## config.mk

```make
export PLATFORM = sky130hd
export DESIGN_NAME = display_scan_scheduler
export DESIGN_NICKNAME = d
export VERILOG_FILES = /design/src/rtl/seven_seg_pkg.sv /design/src/rtl/seg7_hex_decoder.sv /design/src/rtl/display_scan_scheduler.sv
export SDC_FILE = /design/constraint.sdc
export NUM_CORES = 1
export LEC_CHECK = 0
export CAP_MARGIN = 20
export CORE_MARGIN = 1.5
export CORE_UTILIZATION = 50
export CTS_CLUSTER_DIAMETER = 50
export DETAILED_ROUTE_END_ITERATION = 10
export PLACE_DENSITY_LB_ADDON = 0.2
export SLEW_MARGIN = 25
export SYNTH_ARGS = -nofsm -noshare
export SYNTH_HDL_FRONTEND = slang
export SYNTH_SLANG_ARGS = --single-unit
```

## constraint.sdc

```tcl
create_clock -name clock -period 11.9 [get_ports clock]
set_clock_uncertainty 0.2 [all_clocks]
set_input_delay 2.38 -clock clock [delete_from_list [all_inputs] [get_ports clock]]
set_output_delay 2.38 -clock clock [all_outputs]
set_load 0.02 [all_outputs]
```

## src/rtl/seven_seg_pkg.sv

```systemverilog
// Shared types and constants for the seven-segment scan scheduler.
// Segment encoding is active-low {g,f,e,d,c,b,a}.
package seven_seg_pkg;

    typedef enum logic [1:0] {
        IDLE  = 2'd0,
        BLANK = 2'd1,
        DRIVE = 2'd2
    } scan_state_e;

    localparam logic [6:0] SEG_BLANK = 7'h7F;

    // Hex-to-segment table: entry 0 is the right-most literal.
    localparam logic [15:0][6:0] HEX_SEG_TABLE = {
        7'h0E, 7'h06, 7'h21, 7'h46,   // F E d C
        7'h03, 7'h08, 7'h10, 7'h00,   // b A 9 8
        7'h78, 7'h02, 7'h12, 7'h19,   // 7 6 5 4
        7'h30, 7'h24, 7'h79, 7'h40    // 3 2 1 0
    };

endpackage

```

## src/rtl/seg7_hex_decoder.sv

```systemverilog
// Combinational hex nibble to active-low seven-segment pattern.
module seg7_hex_decoder
    import seven_seg_pkg::*;
(
    input  logic [3:0] nibble,
    output logic [6:0] segments
);

    // Table lookup of the segment pattern for the nibble.
    always_comb begin
        segments = HEX_SEG_TABLE[nibble];
    end

endmodule

```

## src/rtl/display_scan_scheduler.sv

```systemverilog
// Multiplexed scan of NUM_DIGITS hex digits onto one seven-segment display.
// A single-clock prescaler paces the digit rotation; every digit change is
// preceded by BLANK_CYCLES clocks with all anodes off to avoid ghosting.
// Output registers are loaded from next-state values so that anode/segment
// timing is aligned with the FSM state and inputs see one clock of latency.
// Optional build macro: LEADING_ZERO_BLANK_EN (suppress leading zero digits).
module display_scan_scheduler
    import seven_seg_pkg::*;
#(
    parameter int  NUM_DIGITS    = 4,
    parameter int  PRESCALE_BITS = 17,
    parameter int  BLANK_CYCLES  = 16,
    localparam int SEL_W         = $clog2(NUM_DIGITS)
) (
    input  logic                    clock,
    input  logic                    reset,
    input  logic                    enable,
    input  logic [4*NUM_DIGITS-1:0] digits_in,
    input  logic [NUM_DIGITS-1:0]   dp_in,
    output logic [NUM_DIGITS-1:0]   anode,
    output logic [6:0]              segment,
    output logic                    dp,
    output logic [SEL_W-1:0]        digit_sel,
    output logic                    scan_tick
);

    localparam logic [PRESCALE_BITS-1:0] PRESCALE_MAX = '1;
    localparam logic [PRESCALE_BITS-1:0] BLANK_LAST   = PRESCALE_BITS'(BLANK_CYCLES - 1);
    localparam logic [SEL_W-1:0]         SEL_LAST     = SEL_W'(NUM_DIGITS - 1);

    scan_state_e               state_r, state_nxt_s;
    logic [PRESCALE_BITS-1:0]  prescale_r, prescale_nxt_s;
    logic [PRESCALE_BITS-1:0]  blank_cnt_r, blank_cnt_nxt_s;
    logic [SEL_W-1:0]          digit_sel_r, digit_sel_nxt_s;
    logic                      wrap_s;
    logic                      scan_tick_r;

    logic [NUM_DIGITS-1:0]     anode_r, anode_nxt_s;
    logic [6:0]                segment_r, segment_nxt_s;
    logic                      dp_r, dp_nxt_s;

    logic [3:0]                nibble_s;
    logic [6:0]                dec_seg_s;
    logic                      suppress_s;

    // Prescaler wrap is only meaningful while scanning.
    always_comb begin
        wrap_s = (state_r != IDLE) && (prescale_r == PRESCALE_MAX);
    end

    // Next-state logic: FSM, prescaler, blank counter and digit index.
    always_comb begin
        state_nxt_s     = state_r;
        prescale_nxt_s  = prescale_r;
        blank_cnt_nxt_s = blank_cnt_r;
        digit_sel_nxt_s = digit_sel_r;
        if (!enable) begin
            state_nxt_s     = IDLE;
            prescale_nxt_s  = '0;
            blank_cnt_nxt_s = '0;
            digit_sel_nxt_s = '0;
        end else begin
            case (state_r)
                IDLE: begin
                    state_nxt_s     = BLANK;
                    prescale_nxt_s  = '0;
                    blank_cnt_nxt_s = '0;
                    digit_sel_nxt_s = '0;
                end
                BLANK: begin
                    // A wrap here is ignored; the prescaler just keeps running.
                    prescale_nxt_s = prescale_r + PRESCALE_BITS'(1);
                    if (blank_cnt_r == BLANK_LAST) begin
                        state_nxt_s     = DRIVE;
                        blank_cnt_nxt_s = '0;
                    end else begin
                        blank_cnt_nxt_s = blank_cnt_r + PRESCALE_BITS'(1);
                    end
                end
                DRIVE: begin
                    prescale_nxt_s = prescale_r + PRESCALE_BITS'(1);
                    if (wrap_s) begin
                        state_nxt_s     = BLANK;
                        blank_cnt_nxt_s = '0;
                        digit_sel_nxt_s = (digit_sel_r == SEL_LAST) ? '0
                                          : digit_sel_r + SEL_W'(1);
                    end else begin
                        state_nxt_s = DRIVE;
                    end
                end
                default: begin
                    state_nxt_s     = IDLE;
                    prescale_nxt_s  = '0;
                    blank_cnt_nxt_s = '0;
                    digit_sel_nxt_s = '0;
                end
            endcase
        end
    end

    // Digit mux: select the nibble of the digit about to be driven.
    always_comb begin
        nibble_s = digits_in[{digit_sel_nxt_s, 2'b00} +: 4];
    end

    seg7_hex_decoder u_decoder (
        .nibble   (nibble_s),
        .segments (dec_seg_s)
    );

`ifdef LEADING_ZERO_BLANK_EN
    logic [NUM_DIGITS-1:0] upper_zero_s;

    // upper_zero_s[k] is set when digits k..NUM_DIGITS-1 are all zero.
    always_comb begin
        upper_zero_s = '0;
        upper_zero_s[NUM_DIGITS-1] = (digits_in[4*(NUM_DIGITS-1) +: 4] == 4'h0);
        for (int k = NUM_DIGITS - 2; k >= 0; k--) begin
            upper_zero_s[k] = upper_zero_s[k+1] && (digits_in[4*k +: 4] == 4'h0);
        end
    end

    // Leading zeros without a decimal point stay dark; digit 0 always shows.
    always_comb begin
        if (digit_sel_nxt_s != '0) begin
            suppress_s = upper_zero_s[digit_sel_nxt_s] && !dp_in[digit_sel_nxt_s];
        end else begin
            suppress_s = 1'b0;
        end
    end
`else
    // Every digit is displayed, leading zeros included.
    always_comb begin
        suppress_s = 1'b0;
    end
`endif

    // Output values for the coming cycle, derived from the next state.
    always_comb begin
        anode_nxt_s   = '1;
        segment_nxt_s = SEG_BLANK;
        dp_nxt_s      = 1'b1;
        if ((state_nxt_s == DRIVE) && !suppress_s) begin
            anode_nxt_s[digit_sel_nxt_s] = 1'b0;
            segment_nxt_s                = dec_seg_s;
            dp_nxt_s                     = ~dp_in[digit_sel_nxt_s];
        end else begin
            anode_nxt_s   = '1;
            segment_nxt_s = SEG_BLANK;
            dp_nxt_s      = 1'b1;
        end
    end

    // State, counter and output registers; reset darkens the display at once.
    always_ff @(posedge clock or negedge reset) begin
        if (!reset) begin
            state_r     <= IDLE;
            prescale_r  <= '0;
            blank_cnt_r <= '0;
            digit_sel_r <= '0;
            scan_tick_r <= 1'b0;
            anode_r     <= '1;
            segment_r   <= SEG_BLANK;
            dp_r        <= 1'b1;
        end else begin
            state_r     <= state_nxt_s;
            prescale_r  <= prescale_nxt_s;
            blank_cnt_r <= blank_cnt_nxt_s;
            digit_sel_r <= digit_sel_nxt_s;
            scan_tick_r <= wrap_s;
            anode_r     <= anode_nxt_s;
            segment_r   <= segment_nxt_s;
            dp_r        <= dp_nxt_s;
        end
    end

    assign anode     = anode_r;
    assign segment   = segment_r;
    assign dp        = dp_r;
    assign digit_sel = digit_sel_r;
    assign scan_tick = scan_tick_r;

endmodule

```

==> impl_metrics.csv <==
group,metric,value,unit
outcome,outcome,"finished, final reports clean",
logic_synthesis,async_reset_ff_frac,1.00,
placement,dp_cells,391,
sta,rsz0062_at_grt,"no",
die,core-area,5540,um2
layout,multiInputGateArea,1500,um2
layout,fill_cells,469,
logic_synthesis,syn_area,2900,um2
power_and_ir_drop,p_leak,1.44,nW
sta,fin_ws,6.66,ns
logic_synthesis,synth_area_per_cell,9.95,um2
setup_path,crit_family,"compound AO/OA/AOI/OAI gates",
logic_synthesis,ys_ff_latch,51,
global_routing,grt_pass1_vias,2118,
global_routing,grtUsageTotal,0.195,
logic_synthesis,seq_area_frac_synth,0.446,
setup_path,cp_max_fo,21,
clock_tree,h-tree-depth,2,
global_routing,grt_max_degree,39,
layout,n_antenna_cell,0,
logic_synthesis,synth_ff_type,"dfrtp_1",
setup_path,crit_type,"in -> reg",
setup_path,max_stage_delay,0.62,ns
sta,setup_viol,0,
logic_synthesis,synth_edf_count,0,
setup_path,critical_path.cell_chain,"clkdlybuf4s50_1 -> nand2_1 -> a31oi_2 -> nor2_1 -> a221oi_2 -> inv_1 -> ha_1 -> o32ai_1 -> a211oi_1",
logic_synthesis,synth_top_area_share,0.337,
logic_synthesis,ys_warn_count,0,
die,die_h,79.1,um
placement,port_buffers,37,
layout,drive_gt1_frac,0.119,
sta,layout_min_cycle_time,5.24,ns
layout,area_delta_synth_final,18.1,%
layout,fin_util,0.617,
sta,drv_slew,0,
clock_tree,hold_buffers,0,
layout,final_area,3420,um2
clock_tree,root_buffer,"clkbuf_8",
clock_tree,cts_buffer_depth,2,
setup_path,crit_buf_inv,2,
drt,met2WireLength,2.70,mm
die,die_w,79.1,um
layout,register_area,1290,um2
drt,avgViaCountPerCell,5.53,
clock_tree,cts.clk_slew.worst_paths,0.09,ns
logic_synthesis,syn-num-nets,328,
sta,tns,0,ns
logic_synthesis,synth_top_cell_by_area,"dfrtp_1",
sta,relSlewSlack,0.507,
clock_tree,clock-sinks,51,
sta,fmax,0.191,GHz
drt,routed.top_layer,"met4",
sta,timing.hold.ws,0.254,ns
placement,dpl.hpwl,4.04,mm
clock_tree,clk_latency,0.30,ns
global_routing,grt_pass1_wl,9.59,mm
power_and_ir_drop,power.density,96.5,nW/um2
clock_tree,post_cts_resized,0,
clock_tree,cts_tree,"yes",
hold_path,hp-class,"reg -> reg",
layout,instances_no_fill,399,
job,maxCapViolCount,0,
clock_tree,numCtsBuffers,5,
setup_path,cp.required,11.93,ns
sta,period_share,0.440,
clock_tree,postCtsSetupBuffers,0,
logic_synthesis,ys_top_cells_by_area,"dfrtp_1 (34%), dfstp_2 (11%), ha_1 (6.0%)",
placement,dp_worst_setup_slack,6.34,ns
drt,wirelength,5.59,mm
drt,wl_per_cell,14.0,um
sta,worst_pin_slew,0.738,ns
logic_synthesis,synth_cells,291,
setup_path,worstSetupStartpointType,"input pin",
global_routing,antenna_found_initial,0,
sta,hold_viol_final,0,
die,fp-row-count,27,
setup_path,critical_path.endpoint_type,"flop",
placement,gp_congestion,0.806,
power_and_ir_drop,p_total,0.330,mW
logic_synthesis,yosysUniqueCellTypes,57,
placement,dpl-instance-area,3300,um2
drt,postRouteAntennaNets,0,
layout,nNetsFinal,363,
drt,dr_wl_met3,222,um
drt,drtPass1Iterations,5,
die,start_util,0.523,
drt,met1_length,2.64,mm
drt,vias,2206,
power_and_ir_drop,max-vdd-ir-drop,0.0000436,V
setup_path,crit_slowest_cell,"clkdlybuf4s50_1",
drt,drtIter0Drc,105,
die,ios,38,
setup_path,cp.arrival,5.27,ns
drt,drc,0,
die,dieArea,6260,um2
global_routing,grt-ovfl-total,0,
==> power by group <==
part / internal (mW) / total (mW) / switching, mW
clock network: 0.0692 / 0.128 / 0.0591
logic: 0.0117 / 0.0268 / 0.0151
registers: 0.174 / 0.175 / 0.000845
total: 0.255 / 0.330 / 0.0750
==> cell usage after synthesis, types with 2 or more instances <==
master	number
o221ai_1	4
and3_1	9
o211ai_1	3
clkbuf_1	6
mux2i_1	9
and2_1	4
nor2_1	33
o21ai_0	14
xor2_1	17
nand3_1	14
dfrtp_1	39
nand2b_1	4
inv_1	9
buf_6	3
nor2b_1	2
inv_2	2
nor4_1	4
xnor2_1	5
a21oi_1	4
dfstp_2	12
nor3_1	6
ha_1	14
and4_1	3
nand4_1	9
o31ai_1	2
nand2_1	29
==> final timing paths <==
check                      cells past startpoint  slack (ns)           from             end
setup / recovery                               9        6.66         enable      segment[0]
hold / removal                                 1        0.25  prescale_r[0]   prescale_r[0]
setup reg to reg                              15        7.29  prescale_r[3]      segment[0]
hold reg to reg                                1        0.25  prescale_r[0]   prescale_r[0]
max in group asynchronous                      2        8.95          reset      segment[3]
min in group asynchronous                      1        1.75          reset  blank_cnt_r[3]
==> sequential cells by signal, summed over array words and instances (netlist names) <==
register	cells
dp	1
segment	7
blank_cnt_r	17
scan_tick	1
state_r	2
prescale_r	17
anode	4
digit_sel	2
==> layout by cell type, fill, tap and decap left out, drive strengths merged, types with 2 or more instances in the layout <==
master / count
nand2: 30
o31ai: 2
dfstp: 12
and3: 10
o221ai: 4
a211oi: 2
nor3: 6
mux2i: 9
nand3: 14
dfrtp: 39
clkbuf: 6
clkdlybuf4s50: 36
a221oi: 2
a32oi: 2
or2: 2
buf: 2
and2: 5
xnor2: 5
o21ai: 15
and4: 3
nor2: 33
nor2b: 2
nand4: 9
nor4: 4
xor2: 17
ha: 14
a21oi: 4
inv: 12
o211ai: 3
nand2b: 4
==> area by class of cell <==
class                           count  share of cell area
Clock buffer                        6              0.0241
Clock inverter                      2              0.0113
Inverter                           11              0.0121
Multi-Input combinational cell    219               0.440
Sequential cell                    51               0.377
Tap cell                           72              0.0263
Timing Repair Buffer               38               0.109
==> per-layer routing <==
metal | vias to the layer above | track usage
met5 | - | 0
met4 | 0 | 0.0509
met3 | 4 | 0.0448
met2 | 35 | 0.325
met1 | 1063 | 0.255
li1 | 1104 | -
==> cells by family (layout without fill, tap and decap cells) <==
group,after synthesis,in the layout,share of synthesized area
DFF,51,51,0.446
buffers and inverters,21,57,0.0350
adders and majority gates,14,14,0.0605
xor gates and xnor gates,22,22,0.0665
AOI/OAI and AO/OA,47,47,0.136
and+or+nand+nor,127,127,0.225
muxes,9,9,0.0311
(Power assumes the default switching activity.)
